[src/rtl/regfile_pkg.sv]
// regfile_pkg -- shared constants and types for the scoreboarded register file.
//   ADDRESS_WIDTH_DEF / DATA_WIDTH_DEF / NUM_READ_DEF / NUM_WRITE_DEF / DBG_REG_DEF :
//     default parameter values for regfile_sb.
//   reg_idx_t / reg_data_t : register index and register data types at default widths.
//   ZERO_REG : index of the hard-wired zero register.
package regfile_pkg;

  localparam int ADDRESS_WIDTH_DEF = 5;
  localparam int DATA_WIDTH_DEF    = 32;
  localparam int NUM_READ_DEF      = 2;
  localparam int NUM_WRITE_DEF     = 1;
  localparam int DBG_REG_DEF       = 10;

  typedef logic [ADDRESS_WIDTH_DEF-1:0] reg_idx_t;
  typedef logic [DATA_WIDTH_DEF-1:0]    reg_data_t;

  localparam reg_idx_t ZERO_REG = '0;

endpackage

[src/rtl/regfile_scoreboard.sv]
// regfile_scoreboard -- one busy bit per architectural register.
// Ports:
//   clk, rst             : clock, synchronous active-high reset
//   rd_addr / rd_ready   : packed read indices; 1 = operand not pending
//   wr_en / wr_addr      : writeback strobes and indices (clear busy bits)
//   iss_valid / iss_rd   : issue request and the destination it reserves
//   iss_ready            : issue can be accepted this cycle
// Optional feature: REGFILE_BYPASS_EN -- a same-cycle writeback to a read index
// makes that read port ready, since the data is forwarded by the top level.
module regfile_scoreboard
  import regfile_pkg::*;
#(
  parameter int ADDRESS_WIDTH = ADDRESS_WIDTH_DEF,
  parameter int NUM_READ      = NUM_READ_DEF,
  parameter int NUM_WRITE     = NUM_WRITE_DEF
) (
  input  logic                           clk,
  input  logic                           rst,
  input  logic [NUM_READ*ADDRESS_WIDTH-1:0]  rd_addr,
  output logic [NUM_READ-1:0]            rd_ready,
  input  logic [NUM_WRITE-1:0]           wr_en,
  input  logic [NUM_WRITE*ADDRESS_WIDTH-1:0] wr_addr,
  input  logic                           iss_valid,
  input  logic [ADDRESS_WIDTH-1:0]       iss_rd,
  output logic                           iss_ready
);

  localparam int DEPTH = 1 << ADDRESS_WIDTH;
  localparam logic [ADDRESS_WIDTH-1:0] ZERO_IDX = ADDRESS_WIDTH'(ZERO_REG);

  logic [DEPTH-1:0] busy_reg;
  logic [DEPTH-1:0] busy_next;
  logic [DEPTH-1:0] wb_clear;

  // Registers released by this cycle's writebacks; x0 is never tracked.
  always_comb begin
    wb_clear = '0;
    for (int w = 0; w < NUM_WRITE; w++) begin
      if (wr_en[w] && (wr_addr[w*ADDRESS_WIDTH +: ADDRESS_WIDTH] != ZERO_IDX)) begin
        wb_clear[wr_addr[w*ADDRESS_WIDTH +: ADDRESS_WIDTH]] = 1'b1;
      end
    end
  end

  // Depends only on state and writebacks, never on iss_valid.
  assign iss_ready = (iss_rd == ZERO_IDX) || !busy_reg[iss_rd] || wb_clear[iss_rd];

  // Clear first, then set, so an issue to a register being written back keeps it busy.
  always_comb begin
    busy_next = busy_reg & ~wb_clear;
    if (iss_valid && iss_ready && (iss_rd != ZERO_IDX)) begin
      busy_next[iss_rd] = 1'b1;
    end
  end

  always_ff @(posedge clk) begin
    if (rst) begin
      busy_reg <= '0;
    end else begin
      busy_reg <= busy_next;
    end
  end

  generate
    for (genvar gi = 0; gi < NUM_READ; gi++) begin : g_rd_ready
      logic [ADDRESS_WIDTH-1:0] addr;
      assign addr = rd_addr[gi*ADDRESS_WIDTH +: ADDRESS_WIDTH];
`ifdef REGFILE_BYPASS_EN
      assign rd_ready[gi] = (addr == ZERO_IDX) || !busy_reg[addr] || wb_clear[addr];
`else
      assign rd_ready[gi] = (addr == ZERO_IDX) || !busy_reg[addr];
`endif
    end
  endgenerate

endmodule

[src/rtl/regfile_sb.sv]
// regfile_sb -- multi-ported register file with issue scoreboard.
// Ports:
//   clk, rst                   : clock, synchronous active-high reset
//   rd_addr / rd_data          : packed combinational read ports (x0 reads 0)
//   rd_ready                   : per read port, operand not pending
//   wr_en / wr_addr / wr_data  : writeback ports, higher port wins on conflicts
//   iss_valid / iss_rd         : issue request reserving destination iss_rd
//   iss_ready                  : issue accepted when iss_valid & iss_ready
//   dbg_data                   : committed contents of register DBG_REG
// Optional feature: REGFILE_BYPASS_EN -- reads forward same-cycle writeback data.
module regfile_sb
  import regfile_pkg::*;
#(
  parameter int ADDRESS_WIDTH = ADDRESS_WIDTH_DEF,
  parameter int DATA_WIDTH    = DATA_WIDTH_DEF,
  parameter int NUM_READ      = NUM_READ_DEF,
  parameter int NUM_WRITE     = NUM_WRITE_DEF,
  parameter int DBG_REG       = DBG_REG_DEF
) (
  input  logic                              clk,
  input  logic                              rst,
  input  logic [NUM_READ*ADDRESS_WIDTH-1:0]  rd_addr,
  output logic [NUM_READ*DATA_WIDTH-1:0]     rd_data,
  output logic [NUM_READ-1:0]                rd_ready,
  input  logic [NUM_WRITE-1:0]               wr_en,
  input  logic [NUM_WRITE*ADDRESS_WIDTH-1:0] wr_addr,
  input  logic [NUM_WRITE*DATA_WIDTH-1:0]    wr_data,
  input  logic                              iss_valid,
  input  logic [ADDRESS_WIDTH-1:0]          iss_rd,
  output logic                              iss_ready,
  output logic [DATA_WIDTH-1:0]             dbg_data
);

  localparam int DEPTH = 1 << ADDRESS_WIDTH;
  localparam logic [ADDRESS_WIDTH-1:0] ZERO_IDX = ADDRESS_WIDTH'(ZERO_REG);
  localparam logic [ADDRESS_WIDTH-1:0] DBG_IDX  = ADDRESS_WIDTH'(DBG_REG);

  logic [DATA_WIDTH-1:0] regs_reg [DEPTH];

  // Ports are applied in ascending order, so the last non-blocking write
  // (highest port) wins when two ports target the same register.
  always_ff @(posedge clk) begin
    if (rst) begin
      for (int i = 0; i < DEPTH; i++) begin
        regs_reg[i] <= '0;
      end
    end else begin
      for (int w = 0; w < NUM_WRITE; w++) begin
        if (wr_en[w] && (wr_addr[w*ADDRESS_WIDTH +: ADDRESS_WIDTH] != ZERO_IDX)) begin
          regs_reg[wr_addr[w*ADDRESS_WIDTH +: ADDRESS_WIDTH]] <= wr_data[w*DATA_WIDTH +: DATA_WIDTH];
        end
      end
    end
  end

  generate
    for (genvar gi = 0; gi < NUM_READ; gi++) begin : g_rd
      logic [ADDRESS_WIDTH-1:0] addr;
      logic [DATA_WIDTH-1:0]    data;
      assign addr = rd_addr[gi*ADDRESS_WIDTH +: ADDRESS_WIDTH];

      always_comb begin
        data = regs_reg[addr];
`ifdef REGFILE_BYPASS_EN
        // Ascending scan gives the highest matching write port priority.
        for (int w = 0; w < NUM_WRITE; w++) begin
          if (wr_en[w] && (wr_addr[w*ADDRESS_WIDTH +: ADDRESS_WIDTH] == addr)) begin
            data = wr_data[w*DATA_WIDTH +: DATA_WIDTH];
          end
        end
`endif
        // x0 overrides everything, including a forwarded write to x0.
        if (addr == ZERO_IDX) begin
          data = '0;
        end
      end

      assign rd_data[gi*DATA_WIDTH +: DATA_WIDTH] = data;
    end
  endgenerate

  // Committed value only; writebacks in flight are not visible here.
  assign dbg_data = regs_reg[DBG_IDX];

  regfile_scoreboard #(
    .ADDRESS_WIDTH (ADDRESS_WIDTH),
    .NUM_READ      (NUM_READ),
    .NUM_WRITE     (NUM_WRITE)
  ) u_scoreboard (
    .clk       (clk),
    .rst       (rst),
    .rd_addr   (rd_addr),
    .rd_ready  (rd_ready),
    .wr_en     (wr_en),
    .wr_addr   (wr_addr),
    .iss_valid (iss_valid),
    .iss_rd    (iss_rd),
    .iss_ready (iss_ready)
  );

endmodule

[config.mk]
export PLATFORM = sky130hd
export DESIGN_NAME = regfile_sb
export DESIGN_NICKNAME = d
export VERILOG_FILES = /design/src/rtl/regfile_pkg.sv /design/src/rtl/regfile_scoreboard.sv /design/src/rtl/regfile_sb.sv
export SDC_FILE = /design/constraint.sdc
export NUM_CORES = 2
export LEC_CHECK = 0
export ABC_CLOCK_PERIOD_IN_PS = 4350
export BUFFER_PORTS_ARGS = -buffer_cell sky130_fd_sc_hd__buf_2
export CAP_MARGIN = 20
export CORE_MARGIN = 10
export CORE_UTILIZATION = 40
export CTS_CLUSTER_SIZE = 24
export DETAILED_ROUTE_END_ITERATION = 16
export PLACE_DENSITY = 0.58
export SYNTH_ARGS = -nofsm -noshare
export SYNTH_HDL_FRONTEND = slang
export SYNTH_SLANG_ARGS = --single-unit
export TNS_END_PERCENT = 50
[constraint.sdc]
create_clock -name clk -period 4.35 [get_ports clk]
set_clock_uncertainty 0.2 [all_clocks]
set_input_delay 0.87 -clock clk [delete_from_list [all_inputs] [get_ports clk]]
set_output_delay 0.87 -clock clk [all_outputs]
set_load 0.01 [all_outputs]
==> results by group <==
Synth
  • Post-Synthesis Cell Area: 0.0564 mm^2
  • Most used flip-flop cell after synthesis: edfxtp_1
  • Most frequent cell after synthesis: edfxtp_1
  • Synth unique cells: 47
  • Top cell type's share of synthesized area: 54.5%
  • Async S/R FF share, synth: 0%
  • Top cells by area, synth: edfxtp_1 55%, mux4_2 26%, and2_1 11%
  • Register area share after synthesis: 55.6%
  • Most instantiated cells after synthesis: 1024 x edfxtp_1, 993 x and2_1, 663 x mux4_2
  • Number of synthesized register bits: 1056
  • Syn avg cell area: 16.2 um^2
  • Post-synth EDFFs: 1024
  • Area leader, netlist: edfxtp_1
  • Syn. warnings: 0
  • Post-Syn Instances: 3474

Timing
  • Slew at the pin with the worst max-slew slack: 1180 ps
  • Setup WS post-layout: -7.38 ps
  • RSZ-0062 raised after global routing: false
  • Final worst-path cycle share: 100%
  • Fmax: 0.229 GHz
  • Final Hold Fails: 0
  • Min cycle time layout: 4360 ps
  • Final setup violation count: 1
  • Slew Limit Headroom: 21.4%
  • Slew Limit Fails: 0

Power and ir drop
  • Pint: 19.0 mW
  • Combinational share of power: 13.1%
  • Clock network power share: 39.7%
  • Register share of total power: 47.2%
  • Lkg Pwr: 22.2 nW
  • Switch share: 25.1%
  • Max VDD drop: 0.000334 V
  • Power per Cell Area: 391 mW/mm^2
  • Sw power: 6.38 mW

Clock tree
  • Clock buffer count from CTS: 113
  • CTS tree: yes
  • Max clock buf depth: 3
  • Clk sink count: 1056
  • Worst-Skew Late Latency: 720 ps
  • CTS H-tree lvls: 3
  • Clock root buffer: clkbuf_16
  • Reg clk slew, reported paths: 60 ps
  • Post-CTS Hold Buffers: 0
  • Setup Buffers After CTS: 0

Drt
  • Vias post-DR: 34500
  • WL final: 199 mm
  • WL/cell: 35.7 um
  • Vias per cell: 6.17
  • Antenna-violating nets left: 0
  • First DRT Iteration DRCs: 4350
  • TritonRoute pass-1 iters: 6
  • DR DRC count: 0

GRT
  • First-pass GRT wire length: 279 mm
  • GRT Max-Usage Layer: met2
  • Global Route met2 Usage: 40.4%
  • Initial antenna violation count: 17
  • Grt met3 use: 4.65%
  • Global route overflow: 0
  • Vias in the first global route: 35500
  • Gr usage total: 25.1%
  • Largest net degree at the start of global routing: 51
  • Met1 GRT Util: 33.6%

Setup path
  • Critical Setup Path Class: primary input to output pin
  • Crit path launch: rd_addr[5]
  • Reg-to-reg slack, setup: 1810 ps
  • R2r startpoint: u_scoreboard.busy_reg[4]
  • Worst Path Arrival: 3290 ps
  • CP endpoint kind: output pin
  • Worst Reg-to-Reg Cells: 6
  • CP required: 3280 ps
  • CP endpoint: rd_data[41]
  • R2r endpoint: u_scoreboard.busy_reg[27]
  • CP max FO: 26
  • CP Launch Type: primary input

Layout
  • Final instance area: 0.0650 mm^2
  • Max reg flops: 1024
  • Area growth syn-to-layout: 15.2%
  • Util after Layout: 46.5%
  • Filler cell count: 12100
  • Layout cell share with drive strength beyond 1: 34.3%
  • Final nets: 3668

Floorplan
  • # IOs: 155
  • Core Box Area: 0.140 mm^2
  • Initial core utilization: 40.3%
  • Cell row count: 137
  • Die Width: 396 um
  • Die area: 0.156 mm^2
  • Chip Height: 396 um

Placed design
  • Gp weighted congestion: 0.801
  • Dpl hpwl: 117 mm
  • Post-DP Area: 0.0611 mm^2
  • # port buffers: 154

Worst hold path
  • Worst hold path class: flop to flop
  • Hold path startpoint: u_scoreboard.busy_reg[9]

Run
  • Max cap viols: 0

Outcome
  • Failing checks: negative setup slack
  • Status: complete, but fails checks
final cells by class:
type	instances	area (um^2)	area share (%)
Antenna cell	5	12.5	0.0193
Inverter	30	113	0.173
Clock buffer	140	3020	4.65
Multi-Input combinational cell	2040	23900	36.7
Tap cell	1876	2350	3.61
Clock inverter	72	781	1.20
Timing Repair Buffer	371	3440	5.30
Sequential cell	1056	31400	48.3
cells in the final DEF (no fill, tap or decap), types with 20 or more instances in the layout:
cell / instances
nor3_1: 20
clkbuf_1: 22
dfxtp_1: 32
and2_1: 993
clkinv_2: 22
clkbuf_16: 118
clkinv_1: 21
nor2_4: 32
buf_12: 75
conb_1: 32
nand2_1: 22
mux4_2: 663
mux2i_1: 72
buf_4: 145
nor2_1: 80
buf_2: 143
edfxtp_1: 1024
power groups by stage:
stage,logic (mW),clock network [mW],registers [mW]
after floorplan,1.97,0,12.1
after global placement,3.32,0,12.2
after detailed placement,3.33,0,12.2
after CTS,3.34,10.2,12.0
after global routing,3.47,10.6,12.1
final,3.34,10.1,12.0
per-stage QoR:
stage / power, mW / TNS [ps] / instances / setup slack, ps / hold slack [ps]
finish: 25.4 / -7.38 / 5590 / -7.38 / 273
global route: 26.1 / 0 / 5586 / 2.47 / 298
CTS: 25.5 / 0 / 5584 / 29.2 / 272
detailed placement: 15.5 / -19.0 / 5372 / -19.0 / 263
global placement: 15.5 / -25.9 / 5372 / -20.0 / 264
floorplan: 14.1 / 0 / 3505 / 545 / 240
worst min path at each step:
| stage | endpoint | slack, ps | depth (start not counted) |
|---|---|---|---|
| after floorplan | u_scoreboard.busy_reg[18] | 240 | 2 |
| after global placement | u_scoreboard.busy_reg[9] | 260 | 2 |
| after detailed placement | u_scoreboard.busy_reg[9] | 260 | 2 |
| after CTS | u_scoreboard.busy_reg[9] | 270 | 2 |
| after global routing | u_scoreboard.busy_reg[11] | 300 | 2 |
| final | u_scoreboard.busy_reg[9] | 270 | 2 |
routing by layer:
layer	vias up	share of wire (%)	wire [um]
li1	13700	-	-
met5	-	0	0
met1	18500	39	77700
met3	403	8.9	17800
met2	1861	48	94900
met4	0	4.5	8960
worst max-delay path, stage by stage:
cell and delay, ps:
buf_8 230, buf_12 280, mux4_2 540, mux4_2 570, mux2i_1 340, buf_4 190, nor2_1 30, buf_2 140
kinds of logic after synthesis:
kind of cell	share of synthesized area [%]
and+or+nand+nor	12.6
DFF	55.6
muxes	27.8
buffers and inverters	2.92
AOI/OAI and AO/OA	0.985
xor gates and xnor gates	0.0621
other	0.00665
repair_timing:
action                                  CTS  global route
endpoints found under the hold margin     0             0
endpoints found under the setup margin    1             1
resized for setup                         1             1
cloned                                    0             1
No activity file was read; power rests on OpenSTA's default activity.
